File: src/rtl/cfg_stream_if.sv
// Valid/ready word stream feeding the configuration loader.
// The source drives data and valid. The loader drives ready.
interface cfg_stream_if #(
  parameter int WORD_W = 8
) ();
  logic [WORD_W-1:0] in_data;
  logic              in_valid;
  logic              in_ready;

  modport master (output in_data, output in_valid, input in_ready);
  modport slave  (input in_data, input in_valid, output in_ready);
endinterface

File: src/rtl/cfg_stream_loader.sv
// Serialises configuration words LSB-first onto bit_out for a chain of targets.
// It also drives the active-low programming window and a one-hot per-target shift strobe.
module cfg_stream_loader #(
  parameter int                       NUM_TGT   = 3,
  parameter int                       LEN_W     = 16,
  parameter logic [NUM_TGT*LEN_W-1:0] TGT_LEN   = {16'd104, 16'd384, 16'd296},
  parameter int                       WORD_W    = 8,
  parameter int                       FLUSH_CYC = 2
) (
  input  logic               clk,
  input  logic               reset,
  input  logic               start,
  input  logic               abort,
  cfg_stream_if.slave        cfg,
  output logic               bit_out,
  output logic [NUM_TGT-1:0] tgt_en,
  output logic               prgm_b,
  output logic               busy,
  output logic               done,
  output logic               err
);

  function automatic int max_len();
    int m;
    m = 1;
    for (int i = 0; i < NUM_TGT; i++)
      if (int'(TGT_LEN[i*LEN_W +: LEN_W]) > m) m = int'(TGT_LEN[i*LEN_W +: LEN_W]);
    return m;
  endfunction

  localparam int MAX_LEN    = max_len();
  localparam int BIT_W      = (MAX_LEN > 1) ? $clog2(MAX_LEN) : 1;
  localparam int TGT_W      = (NUM_TGT > 1) ? $clog2(NUM_TGT) : 1;
  localparam int BCNT_W     = $clog2(WORD_W + 1);
  localparam int FC_W       = (FLUSH_CYC > 1) ? $clog2(FLUSH_CYC) : 1;
  localparam int FLUSH_LAST = (FLUSH_CYC > 0) ? FLUSH_CYC - 1 : 0;

  typedef enum logic [1:0] {IDLE, LOAD, FLUSH, DONE} state_t;

  function automatic logic [NUM_TGT-1:0] onehot(input logic [TGT_W-1:0] idx);
    return NUM_TGT'(1) << idx;
  endfunction

  state_t              state;
  logic [WORD_W-1:0]   word_q;
  logic [BCNT_W-1:0]   buf_cnt;
  logic [BIT_W-1:0]    bit_cnt;
  logic [TGT_W-1:0]    tgt_idx;
  logic [FC_W-1:0]     flush_cnt;

  logic                shift;
  logic                tgt_last_bit;
  logic                final_bit;
  logic                accept;
  logic [LEN_W-1:0]    cur_len;

  assign cur_len      = TGT_LEN[int'(tgt_idx)*LEN_W +: LEN_W];
  assign shift        = (state == LOAD) && (buf_cnt != '0) && !abort;
  assign tgt_last_bit = (LEN_W'(bit_cnt) == cur_len - 1'b1);
  assign final_bit    = shift && tgt_last_bit && (tgt_idx == TGT_W'(NUM_TGT - 1));

  // Refill on the same edge the last buffered bit leaves, so the stream has no bubble.
  assign cfg.in_ready = (state == LOAD) && !abort && !final_bit &&
                        ((buf_cnt == '0) || ((buf_cnt == BCNT_W'(1)) && shift));
  assign accept       = cfg.in_valid && cfg.in_ready;

  always_ff @(posedge clk or negedge reset) begin
    if (!reset) begin
      state     <= IDLE;
      word_q    <= '0;
      buf_cnt   <= '0;
      bit_cnt   <= '0;
      tgt_idx   <= '0;
      flush_cnt <= '0;
      bit_out   <= 1'b0;
      tgt_en    <= '0;
      prgm_b    <= 1'b1;
      busy      <= 1'b0;
      done      <= 1'b0;
      err       <= 1'b0;
    end else begin
      done <= 1'b0;
      if (abort && (state == LOAD || state == FLUSH)) begin
        // Abort beats any shift or target advance on this edge.
        state   <= IDLE;
        word_q  <= '0;
        buf_cnt <= '0;
        bit_cnt <= '0;
        tgt_idx <= '0;
        tgt_en  <= '0;
        prgm_b  <= 1'b1;
        busy    <= 1'b0;
        err     <= 1'b1;
      end else begin
        case (state)
          IDLE: begin
            tgt_en <= '0;
            if (start && !abort) begin
              state   <= LOAD;
              prgm_b  <= 1'b0;
              busy    <= 1'b1;
              err     <= 1'b0;
              word_q  <= '0;
              buf_cnt <= '0;
              bit_cnt <= '0;
              tgt_idx <= '0;
            end
          end
          LOAD: begin
            if (shift) begin
              bit_out <= word_q[0];
              tgt_en  <= onehot(tgt_idx);
              word_q  <= word_q >> 1;
              buf_cnt <= buf_cnt - 1'b1;
              if (tgt_last_bit) begin
                bit_cnt <= '0;
                tgt_idx <= tgt_idx + 1'b1;
              end else begin
                bit_cnt <= bit_cnt + 1'b1;
              end
            end else begin
              tgt_en <= '0;
            end
            if (accept) begin
              word_q  <= cfg.in_data;
              buf_cnt <= BCNT_W'(WORD_W);
            end
            // Whatever is still buffered after the final bit is dropped.
            if (final_bit) begin
              word_q    <= '0;
              buf_cnt   <= '0;
              bit_cnt   <= '0;
              tgt_idx   <= '0;
              flush_cnt <= '0;
              if (FLUSH_CYC == 0) begin
                state  <= DONE;
                prgm_b <= 1'b1;
                busy   <= 1'b0;
                done   <= 1'b1;
              end else begin
                state <= FLUSH;
              end
            end
          end
          FLUSH: begin
            tgt_en <= '0;
            if (flush_cnt == FC_W'(FLUSH_LAST)) begin
              state  <= DONE;
              prgm_b <= 1'b1;
              busy   <= 1'b0;
              done   <= 1'b1;
            end else begin
              flush_cnt <= flush_cnt + 1'b1;
            end
          end
          DONE: begin
            tgt_en <= '0;
            state  <= IDLE;
          end
          default: state <= IDLE;
        endcase
      end
    end
  end

endmodule

File: src/flat_wrapper.sv
// flat-port wrapper written by rule: the top's interface ports become plain ports
module cfg_stream_loader_flat 
#(
  parameter int                       NUM_TGT   = 3,
  parameter int                       LEN_W     = 16,
  parameter logic [NUM_TGT*LEN_W-1:0] TGT_LEN   = {16'd104, 16'd384, 16'd296},
  parameter int                       WORD_W    = 8,
  parameter int                       FLUSH_CYC = 2
)
  (clk, reset, start, abort, bit_out, tgt_en, prgm_b, busy, done, err, cfg_in_data, cfg_in_valid, cfg_in_ready);
  cfg_stream_if #(.WORD_W(WORD_W)) cfg_i ();
  input  logic clk;
  input  logic reset;
  input  logic start;
  input  logic abort;
  output logic bit_out;
  output logic [NUM_TGT-1:0] tgt_en;
  output logic prgm_b;
  output logic busy;
  output logic done;
  output logic err;
  input wire logic [$bits(cfg_i.in_data)-1:0] cfg_in_data;
  input wire logic [$bits(cfg_i.in_valid)-1:0] cfg_in_valid;
  output wire logic [$bits(cfg_i.in_ready)-1:0] cfg_in_ready;
  assign cfg_i.in_data = cfg_in_data;
  assign cfg_i.in_valid = cfg_in_valid;
  assign cfg_in_ready = cfg_i.in_ready;
  cfg_stream_loader #(.NUM_TGT(NUM_TGT), .LEN_W(LEN_W), .TGT_LEN(TGT_LEN), .WORD_W(WORD_W), .FLUSH_CYC(FLUSH_CYC)) u_core (.clk(clk), .reset(reset), .start(start), .abort(abort), .cfg(cfg_i), .bit_out(bit_out), .tgt_en(tgt_en), .prgm_b(prgm_b), .busy(busy), .done(done), .err(err));
endmodule
File: config.mk
export PLATFORM = sky130hd
export DESIGN_NAME = cfg_stream_loader_flat
export DESIGN_NICKNAME = d
export VERILOG_FILES = /design/src/rtl/cfg_stream_if.sv /design/src/rtl/cfg_stream_loader.sv /design/src/flat_wrapper.sv
export SDC_FILE = /design/constraint.sdc
export NUM_CORES = 1
export LEC_CHECK = 0
export ABC_AREA = 1
export CAP_MARGIN = 20
export CORE_MARGIN = 4
export CORE_UTILIZATION = 30
export CTS_CLUSTER_DIAMETER = 100
export DETAILED_ROUTE_END_ITERATION = 10
export GPL_ROUTABILITY_DRIVEN = 0
export PLACE_DENSITY = 0.55
export SLEW_MARGIN = 20
export SYNTH_ARGS = -nofsm -noshare
export SYNTH_HDL_FRONTEND = slang
export SYNTH_SLANG_ARGS = --single-unit
File: constraint.sdc
create_clock -name clk -period 2.4 [get_ports clk]
set_input_delay 0.24 -clock clk [delete_from_list [all_inputs] [get_ports clk]]
set_output_delay 0.24 -clock clk [all_outputs]
set_load 0.1 [all_outputs]
==> results of run 1 <==
cell usage after synthesis (all sizes together), types with 2 or more instances:
master	count	area, um^2
nand3	25	135.1
inv	28	107.6
nand4	8	50.05
nand2	81	319.1
o22ai	3	18.77
a21oi	3	15.01
xnor2	2	17.52
o21ai	11	55.05
nor2	18	80.08
xor2	3	26.28
ha	7	87.58
nor3b	2	20.02
buf	7	67.56
nor3	4	31.28
dfrtp	33	825.8
flip-flops by register name (all words and copies together) (netlist names), 2 cells and up:
register	flops
u_core.tgt_idx	2
u_core.buf_cnt	4
u_core.tgt_en	3
u_core.bit_cnt	9
u_core.word_q	8
u_core.state	2
power by group:
| group | switching (uW) | internal [uW] | leakage (uW) | total [uW] |
|---|---|---|---|---|
| clock | 203 | 231 | 0.0000482 | 435 |
| sequential | 105 | 711 | 0.000456 | 816 |
| combinational | 1040 | 410 | 0.000633 | 1450 |
final timing paths:
| kind | start | end | slack (ns) | cells after the start |
|---|---|---|---|---|
| hold reg to reg | u_core.word_q[5]$_DFFE_PN0P_ | u_core.word_q[5]$_DFFE_PN0P_ | 0.48 | 2 |
| max in group asynchronous | reset | u_core.prgm_b$_DFFE_PN1P_ | 1.69 | 2 |
| setup / recovery | u_core.state[1]$_DFFE_PN0P_ | cfg_in_ready | 0.23 | 8 |
| setup reg to reg | u_core.buf_cnt[0]$_DFFE_PN0P_ | u_core.word_q[2]$_DFFE_PN0P_ | 0.28 | 11 |
| min in group clk | u_core.word_q[5]$_DFFE_PN0P_ | u_core.word_q[5]$_DFFE_PN0P_ | 0.48 | 2 |
| hold / removal | reset | u_core.word_q[2]$_DFFE_PN0P_ | 0.37 | 2 |
metal layers:
metal	track usage [%]	wire (um)
met3	2.328	193
met4	4.533	81
met5	0	0
met1	15.95	1989
met2	18.42	1886
worst register-to-register path: stages, from the launching register on:
cell and delay (ns):
sky130_fd_sc_hd__dfrtp_1 0.40, sky130_fd_sc_hd__inv_1 0.09, sky130_fd_sc_hd__ha_1 0.21, sky130_fd_sc_hd__nand2_1 0.09, sky130_fd_sc_hd__nand3_2 0.14, sky130_fd_sc_hd__nor2_2 0.15
sky130_fd_sc_hd__nand3_2 0.16, sky130_fd_sc_hd__nand4_1 0.11, sky130_fd_sc_hd__nand2_1 0.27, sky130_fd_sc_hd__inv_2 0.29, sky130_fd_sc_hd__nand2_1 0.08, sky130_fd_sc_hd__nand2_1 0.07
per-stage QoR:
| stage | power, uW | hold WS, ns | utilization, % | std cells |
|---|---|---|---|---|
| after floorplan | 2039 | -0.05559 | - | 245 |
| after global placement | 2283 | 0.4586 | 34.72 | 338 |
| after detailed placement | 2287 | 0.4651 | 34.72 | 338 |
| after CTS | 2738 | 0.3897 | 36.16 | 346 |
| after global routing | 2923 | 0.4127 | 36.16 | 346 |
| final | 2704 | 0.3692 | 36.16 | 346 |
cell families (layout without fill, tap and decap cells):
kind of cell | count (synthesis) | in the layout | synth area share [%]
AND/OR/NAND/NOR | 140 | 140 | 33.19
buffers and inverters | 36 | 60 | 9.143
flip-flops | 34 | 34 | 43.54
AO/OA/AOI/OAI | 22 | 22 | 6.842
adder cells (fa/ha/maj) | 7 | 7 | 4.475
XOR/XNOR | 5 | 5 | 2.238
multiplexers | 1 | 1 | 0.5754
area by class of cell:
type	instances	share of cell area, %
sequential	34	37.11
clock inverter	1	0.2180
multi-input combinational	175	40.33
tap	77	4.196
timing repair buffer	24	9.700
clock buffer	7	3.760
inverter	28	4.687
==> results_dict.tcl, run 1 <==
set metrics [dict create \
    die_height_um 88.77 \
    asyncSetResetFlopFracSynth_pct 100.0 \
    report.final.setup_viol 0 \
    irDropWorstVdd_mv 0.6009 \
    regArea_um2 852.1 \
    worst_path_dominant_cell_family "buffers and inverters" \
    synth-seq-area-share_pct 43.54 \
    multi_input_comb_area_um2 925.9 \
    p_per_area_nw_per_um2 1178 \
    grt_start_max_net_pins 35 \
    finalWirelength_mm 4.150 \
    dieArea_um2 7879 \
    yosysWarningCount 0 \
    clock_tree.buffer_depth 2 \
    core_area_um2 6350 \
    drive_gt1_share_pct 17.10 \
    post_cts.repair.setup_buffers 0 \
    drc_errors 0 \
    dp_slack_ns 0.1813 \
    final_nets 288 \
    cpMostUsedCell "sky130_fd_sc_hd__inv_1" \
    syn_avg_cell_area_um2 7.987 \
    start_util_pct 30.82 \
    max_cap_viol_count 0 \
    drt_iter0_drc 66 \
    holdBufCountCts 0 \
    crit_buf_inv 5 \
    cp.required_ns 2.16 \
    synth_enable_flop_cells 0 \
    diodes 0 \
    end_kind "output port" \
    worst-endpoint-arrival_ns 1.93 \
    timing.final.max_slew_violations 0 \
    tritoncts_clock_tree "built" \
    status "complete, no violations" \
    post_drt_via_cell_ratio 4.734 \
    placement.io_buffers 21 \
    pin_count 22 \
    hpwlAfterDp_mm 3.038 \
    clk_root_buffer_cell "sky130_fd_sc_hd__clkbuf_8" \
    final_cell_mix "sky130_fd_sc_hd__nand2_1, sky130_fd_sc_hd__dfrtp_1, sky130_fd_sc_hd__nand3_1" \
    synth_cell_types 34 \
    ant_nets 0 \
    power.static_leakage_uw 0.001137 \
    synth-main-ff-cell "sky130_fd_sc_hd__dfrtp_1" \
    final_period_minus_worst_setup_slack_ns 2.172 \
    global_route.overflow_total 0 \
    timing.critical_path.cells "inv_1 -> ha_1 -> inv_1 -> nor3_4 -> buf_4 -> nand2_1 -> inv_1 -> buf_12" \
    syn_nets 265 \
    path_clk_slew_ns 0.07 \
    post_synth_instance_area_um2 1957 \
    fin_area_um2 2296 \
    cts_resized 0 \
    worst_slack_ns 0.2285 \
    min-delay-path-class "input pin to asynchronous set/reset pin" \
    grt_setup_unrepaired "false" \
    crit_path_max_fanout 8 \
    finalCritPeriodShare_pct 90.48 \
    report.final.hold_viol_count 0 \
    cpMaxStageDelayCell "sky130_fd_sc_hd__dfrtp_1" \
    clock_skew_ns 0.007675 \
    worstSetupStartpointType "register" \
    most_common_cell_after_layout_fill_and_taps_aside "sky130_fd_sc_hd__nand2_1" \
    routed_wire_length_per_instance_um 11.99 \
    critical_path_class "register to output port" \
    cpPeakStageDelay_ns 0.39 \
    clock_tree_sinks 34 \
    max_clock_freq_ghz 0.4605 \
    netlist_instances 245 \
    core.rowCount 29 \
    global_route.usage.total_pct 11.75 \
    timing.slew.headroom_pct 68.58 \
    cts_inserted_buffers 5 \
    fillers 640 \
    tightestPinTransition_ns 0.4701 \
    routed-via-count 1638 \
    die_w_um 88.77 \
    dr_pass1_iterations 4 \
    cell_area_after_placement_um2 2205 \
    insertion_delay_ns 0.28 \
    number_of_global_route_vias_before_repair 1591 \
    cts_htree_levels 2 \
    setup_tns_ns 0 \
    grt_pass1_wl_mm 7.265 \
    syn2layout_area_growth_pct 17.33 \
    antenna_found_initial 0 \
    synth.ff_latch_count 34 \
]
No activity file was read; power rests on OpenSTA's default activity.
==> inputs of run 2 (changes only) <==
--- a/config.mk
+++ b/config.mk
@@ -8,11 +8,11 @@
 export ABC_AREA = 1
 export CAP_MARGIN = 20
 export CORE_MARGIN = 4
-export CORE_UTILIZATION = 30
-export CTS_CLUSTER_DIAMETER = 100
+export CORE_UTILIZATION = 50
+export CTS_CLUSTER_DIAMETER = 200
 export DETAILED_ROUTE_END_ITERATION = 10
 export GPL_ROUTABILITY_DRIVEN = 0
-export PLACE_DENSITY = 0.55
+export PLACE_DENSITY = 0.79
 export SLEW_MARGIN = 20
 export SYNTH_ARGS = -nofsm -noshare
 export SYNTH_HDL_FRONTEND = slang
==> results_dict.tcl, run 2 (synthesis results as in run 1) <==
set metrics [dict create \
    largest_registers "u_core.bit_cnt x9, u_core.word_q x8, u_core.buf_cnt x4" \
    die_w_um 70.56 \
    cts_resized 0 \
    post_drt_via_cell_ratio 5.057 \
    routed-via-count 1603 \
    start_util_pct 52.66 \
    clk_root_buffer_cell "sky130_fd_sc_hd__clkbuf_8" \
    final_cell_mix "sky130_fd_sc_hd__nand2_1, sky130_fd_sc_hd__dfrtp_1, sky130_fd_sc_hd__nand3_1" \
    placement.io_buffers 21 \
    cts_inserted_buffers 5 \
    final_nets 288 \
    timing.final.max_slew_violations 0 \
    number_of_global_route_vias_before_repair 1570 \
    path_clk_slew_ns 0.07 \
    irDropWorstVdd_mv 0.9477 \
    worstSetupStartpointType "register" \
    cpMaxStageDelayCell "sky130_fd_sc_hd__dfrtp_1" \
    drive_gt1_share_pct 17.10 \
    p_per_area_nw_per_um2 1196 \
    hpwlAfterDp_mm 2.854 \
    rr_worst_depth 11 \
    max_clock_freq_ghz 0.4762 \
    final_period_minus_worst_setup_slack_ns 2.100 \
    report.final.setup_viol 0 \
    die_height_um 70.56 \
    antenna_found_initial 0 \
    dr_pass1_iterations 4 \
    core.rowCount 22 \
    cpPeakStageDelay_ns 0.40 \
    clock_skew_ns 0.001952 \
    worst-endpoint-arrival_ns 2.32 \
    max_cap_viol_count 0 \
    ant_nets 0 \
    end_kind "register" \
    insertion_delay_ns 0.28 \
    cp.required_ns 2.62 \
    largest-register "u_core.bit_cnt" \
    holdBufCountCts 0 \
    critical_path_class "register to register" \
    post_cts.repair.setup_buffers 0 \
    syn2layout_area_growth_pct 15.47 \
    cpMostUsedCell "sky130_fd_sc_hd__nand2_1" \
    drc_errors 0 \
    core_area_um2 3716 \
    min-delay-path-class "input pin to asynchronous set/reset pin" \
    finalCritPeriodShare_pct 87.51 \
    crit_path_max_fanout 12 \
    setup_tns_ns 0 \
    diodes 0 \
    tightestPinTransition_ns 0.4605 \
    crit_buf_inv 2 \
    grt_pass1_wl_mm 6.920 \
    worst_path_dominant_cell_family "simple AND/OR/NAND/NOR gates" \
    routed_wire_length_per_instance_um 12.15 \
    timing.slew.headroom_pct 69.30 \
    timing.rr.end "u_core.word_q[7]$_DFFE_PN0P_" \
    global_route.overflow_total 0 \
    timing.critical_path.cells "inv_1 -> ha_1 -> nand2_1 -> nand3_2 -> nor2_2 -> nand3_2 -> nand4_1 -> nand2_1 -> inv_2 -> nand2_1 -> nand2_1" \
    reg2reg_slack_ns 0.30 \
    setup.worst_path.start "u_core.buf_cnt[0]$_DFFE_PN0P_" \
    critical_path.reg2reg.startpoint "u_core.buf_cnt[0]$_DFFE_PN0P_" \
    global_route.usage.total_pct 17.25 \
    clock_tree_sinks 34 \
    dp_cells 309 \
    number_of_flip_flops_in_the_largest_register 9 \
    most_common_cell_after_layout_fill_and_taps_aside "sky130_fd_sc_hd__nand2_1" \
    tritoncts_clock_tree "built" \
    hold_ws_ns 0.3633 \
    grt_start_max_net_pins 35 \
    drt_iter0_drc 105 \
    cts_htree_levels 2 \
    number_of_cells_in_the_finished_layout_apart_from_fillers 317 \
    design_power_total_uw 2703 \
    finalWirelength_mm 3.851 \
    power.static_leakage_uw 0.001137 \
    pin_count 22 \
    grt_setup_unrepaired "false" \
    report.final.hold_viol_count 0 \
    clock_tree.buffer_depth 2 \
    dieArea_um2 4979 \
    status "complete, no violations" \
]
-- run 2: cell type report --
| cell class | count | area [um^2] |
|---|---|---|
| clock buffer | 7 | 86.33 |
| clock inverter | 1 | 5.005 |
| fill | 327 | 1456 |
| inverter | 28 | 107.6 |
| multi-input combinational | 175 | 925.9 |
| sequential | 34 | 852.1 |
| tap | 48 | 60.06 |
| timing repair buffer | 24 | 222.7 |
-- run 2: worst reg2reg max path: stages, from the launching register on --
cell and delay, ns:
sky130_fd_sc_hd__dfrtp_1 0.40, sky130_fd_sc_hd__inv_1 0.10, sky130_fd_sc_hd__ha_1 0.22, sky130_fd_sc_hd__nand2_1 0.09, sky130_fd_sc_hd__nand3_2 0.14, sky130_fd_sc_hd__nor2_2 0.15
sky130_fd_sc_hd__nand3_2 0.15, sky130_fd_sc_hd__nand4_1 0.10, sky130_fd_sc_hd__nand2_1 0.26, sky130_fd_sc_hd__inv_2 0.27, sky130_fd_sc_hd__nand2_1 0.10, sky130_fd_sc_hd__nand2_1 0.08
-- run 2: per-layer routing --
layer / track usage (%) / routed length (um)
met5: 0 / 0
met4: 5.219 / 44
met3: 6.250 / 218
met2: 26.30 / 1762
met1: 23.18 / 1825
-- run 2: worst max-delay path by stage --
| stage | to | cells past startpoint |
|---|---|---|
| CTS | cfg_in_ready | 9 |
| global placement | u_core.buf_cnt[1]$_DFFE_PN0P_ | 10 |
| detailed placement | u_core.word_q[7]$_DFFE_PN0P_ | 10 |
| finish | u_core.word_q[7]$_DFFE_PN0P_ | 11 |
| global route | u_core.word_q[1]$_DFFE_PN0P_ | 11 |
| floorplan | u_core.word_q[7]$_DFFE_PN0P_ | 8 |
-- run 2: power breakdown --
part | switching (uW) | total (uW) | internal [uW]
Sequential | 103 | 815 | 712
Combinational | 1040 | 1460 | 413
Clock | 201 | 432 | 231
Total | 1350 | 2700 | 1360
-- run 2: stage by stage --
stage | cell area [um^2] | util (%) | setup WS, ns
after floorplan | 1957 | - | 0.2953
after global placement | 2168 | 58.35 | 0.3158
after detailed placement | 2168 | 58.35 | 0.2190
after CTS | 2260 | 60.81 | 0.2925
after global routing | 2260 | 60.81 | 0.06691
final | 2260 | 60.81 | 0.2998
==> inputs of run 3 (changes only) <==
--- a/config.mk
+++ b/config.mk
@@ -12,7 +12,9 @@
 export CTS_CLUSTER_DIAMETER = 200
 export DETAILED_ROUTE_END_ITERATION = 10
 export GPL_ROUTABILITY_DRIVEN = 0
+export GPL_TIMING_DRIVEN = 0
 export PLACE_DENSITY = 0.79
+export SETUP_SLACK_MARGIN = 0.2
 export SLEW_MARGIN = 20
 export SYNTH_ARGS = -nofsm -noshare
 export SYNTH_HDL_FRONTEND = slang
==> results_dict.tcl, run 3 (synthesis results as in run 1) <==
set metrics [dict create \
    report.final.hold_viol_count 0 \
    routed_wire_length_per_instance_um 12.02 \
    antenna_found_initial 0 \
    cpPeakStageDelay_ns 0.37 \
    drive_gt1_share_pct 17.50 \
    globalRouteMet2Util_pct 26.30 \
    drt_iter0_drc 113 \
    routed-via-count 1696 \
    clock_tree_sinks 34 \
    number_of_flip_flops_in_the_largest_register 9 \
    dieArea_um2 4979 \
    grtUsageMet3_pct 5.398 \
    max_clock_freq_ghz 0.4773 \
    critical_path_class "register to output port" \
    timing.slew.headroom_pct 35.00 \
    clock_tree.buffer_depth 2 \
    core_area_um2 3716 \
    path_clk_slew_ns 0.07 \
    cp.required_ns 2.16 \
    die_height_um 70.56 \
    grt_pass1_wl_mm 6.713 \
    syn2layout_area_growth_pct 22.57 \
    grt.met1_usage_pct 21.89 \
    worst-endpoint-arrival_ns 1.86 \
    status "complete, no violations" \
    report.final.setup_viol 0 \
    finalWirelength_mm 3.944 \
    final_nets 299 \
    power.static_leakage_uw 0.001195 \
    global_route.usage.total_pct 16.86 \
    worstSetupStartpointType "register" \
    finalCritPeriodShare_pct 87.30 \
    ant_nets 0 \
    most_common_cell_after_layout_fill_and_taps_aside "sky130_fd_sc_hd__nand2_1" \
    dr_pass1_iterations 4 \
    grt_start_max_net_pins 24 \
    cts_htree_levels 2 \
    placement.io_buffers 20 \
    crit_buf_inv 4 \
    diodes 0 \
    crit_path_max_fanout 10 \
    global_route.overflow_total 0 \
    timing.final.max_slew_violations 0 \
    start_util_pct 52.66 \
    tightestPinTransition_ns 0.9719 \
    final_cell_mix "sky130_fd_sc_hd__nand2_1, sky130_fd_sc_hd__dfrtp_1, sky130_fd_sc_hd__nand3_1" \
    timing.critical_path.cells "inv_1 -> ha_1 -> nand2_1 -> nand3_4 -> nor2_4 -> nand3_2 -> buf_6 -> nand2_1 -> inv_1 -> buf_8" \
    design_power_total_uw 2850 \
    irDropWorstVdd_mv 1.011 \
    p_per_area_nw_per_um2 1188 \
    setup_tns_ns 0 \
    core.rowCount 22 \
    worst_path_dominant_cell_family "simple AND/OR/NAND/NOR gates" \
    clk_root_buffer_cell "sky130_fd_sc_hd__clkbuf_8" \
    die_w_um 70.56 \
    hpwlAfterDp_mm 2.808 \
    largest-register "u_core.bit_cnt" \
    clock_skew_ns 0.005041 \
    cts_inserted_buffers 5 \
    pin_count 22 \
    cpMaxStageDelayCell "sky130_fd_sc_hd__dfrtp_1" \
    max_cap_viol_count 0 \
    final_period_minus_worst_setup_slack_ns 2.095 \
    drc_errors 0 \
    largest_registers "u_core.bit_cnt x9, u_core.word_q x8, u_core.buf_cnt x4" \
    tritoncts_clock_tree "built" \
    grt_setup_unrepaired "true" \
    post_drt_via_cell_ratio 5.171 \
    min-delay-path-class "input pin to asynchronous set/reset pin" \
    gr-max-usage-layer "met2" \
    insertion_delay_ns 0.29 \
    end_kind "output port" \
    number_of_global_route_vias_before_repair 1555 \
]
## run 3: worst register-to-register path, cell delays in order (launching register included)
cell                       delay, ns
sky130_fd_sc_hd__dfrtp_1        0.38
sky130_fd_sc_hd__inv_1          0.10
sky130_fd_sc_hd__ha_1           0.24
sky130_fd_sc_hd__inv_1          0.13
sky130_fd_sc_hd__o211ai_2       0.26
sky130_fd_sc_hd__nand2_2        0.15
sky130_fd_sc_hd__inv_2          0.16
sky130_fd_sc_hd__nand2_2        0.10
sky130_fd_sc_hd__inv_2          0.13
sky130_fd_sc_hd__nand2_1        0.09
sky130_fd_sc_hd__o21ai_1        0.11
## run 3: per-layer routing
layer  share of wire, %  routed length, um  vias to the layer above
met4                1.9                 75                        0
met3                5.8                229                        7
met2                 45               1778                       48
met1                 47               1860                      776
li1                   -                  -                      865
met5                  0                  0                        -
## run 3: final timing paths
check                      depth (start not counted)                           from  slack [ns]                            end
setup / recovery                                  10  u_core.buf_cnt[1]$_DFFE_PN0P_        0.30                   cfg_in_ready
min in group clk                                   3                   cfg_in_valid        0.41   u_core.word_q[7]$_DFFE_PN0P_
hold / removal                                     2                          reset        0.37  u_core.buf_cnt[0]$_DFFE_PN0P_
hold reg to reg                                    2   u_core.word_q[0]$_DFFE_PN0P_        0.48   u_core.word_q[0]$_DFFE_PN0P_
max in group asynchronous                          3                          reset        1.61   u_core.word_q[2]$_DFFE_PN0P_
setup reg to reg                                  10    u_core.state[1]$_DFFE_PN0P_        0.48  u_core.tgt_idx[0]$_DFFE_PN0P_
## run 3: what timing repair did
item | CTS | global route
endpoints found under the hold margin | 10 | 0
hold buffers | 1 | 0
resized for setup | 8 | 3
pin swaps | 1 | 1
endpoints found under the setup margin | 1 | 2
setup buffers | 2 | 3
cloned | 0 | 0
## run 3: per-stage QoR
step	hold WS, ns	utilization (%)	cells	worst slack [ns]	instance area (um^2)
2_1_floorplan	-0.05559	-	245	0.2953	1957
3_3_place_gp	0.4547	59.66	313	-0.5017	2217
3_5_place_dp	0.1537	60.27	314	-0.4973	2240
4_1_cts	0.3837	63.67	325	0.2059	2366
5_1_grt	0.3950	64.55	328	0.1597	2399
6_report	0.3724	64.55	328	0.3049	2399
## run 3: layout make-up
| type | instances | area, um^2 |
|---|---|---|
| Buffer | 8 | 71.32 |
| Clock buffer | 7 | 86.33 |
| Clock inverter | 1 | 5.005 |
| Fill cell | 328 | 1318 |
| Inverter | 28 | 107.6 |
| Multi-Input combinational cell | 175 | 938.4 |
| Sequential cell | 34 | 852.1 |
| Tap cell | 48 | 60.06 |
| Timing Repair Buffer | 27 | 277.8 |
## run 3: power by group
part / leakage (uW) / internal [uW] / switching (uW)
registers: 0.000456 / 711 / 70.9
logic: 0.000691 / 527 / 1100
clock network: 0.0000482 / 231 / 206
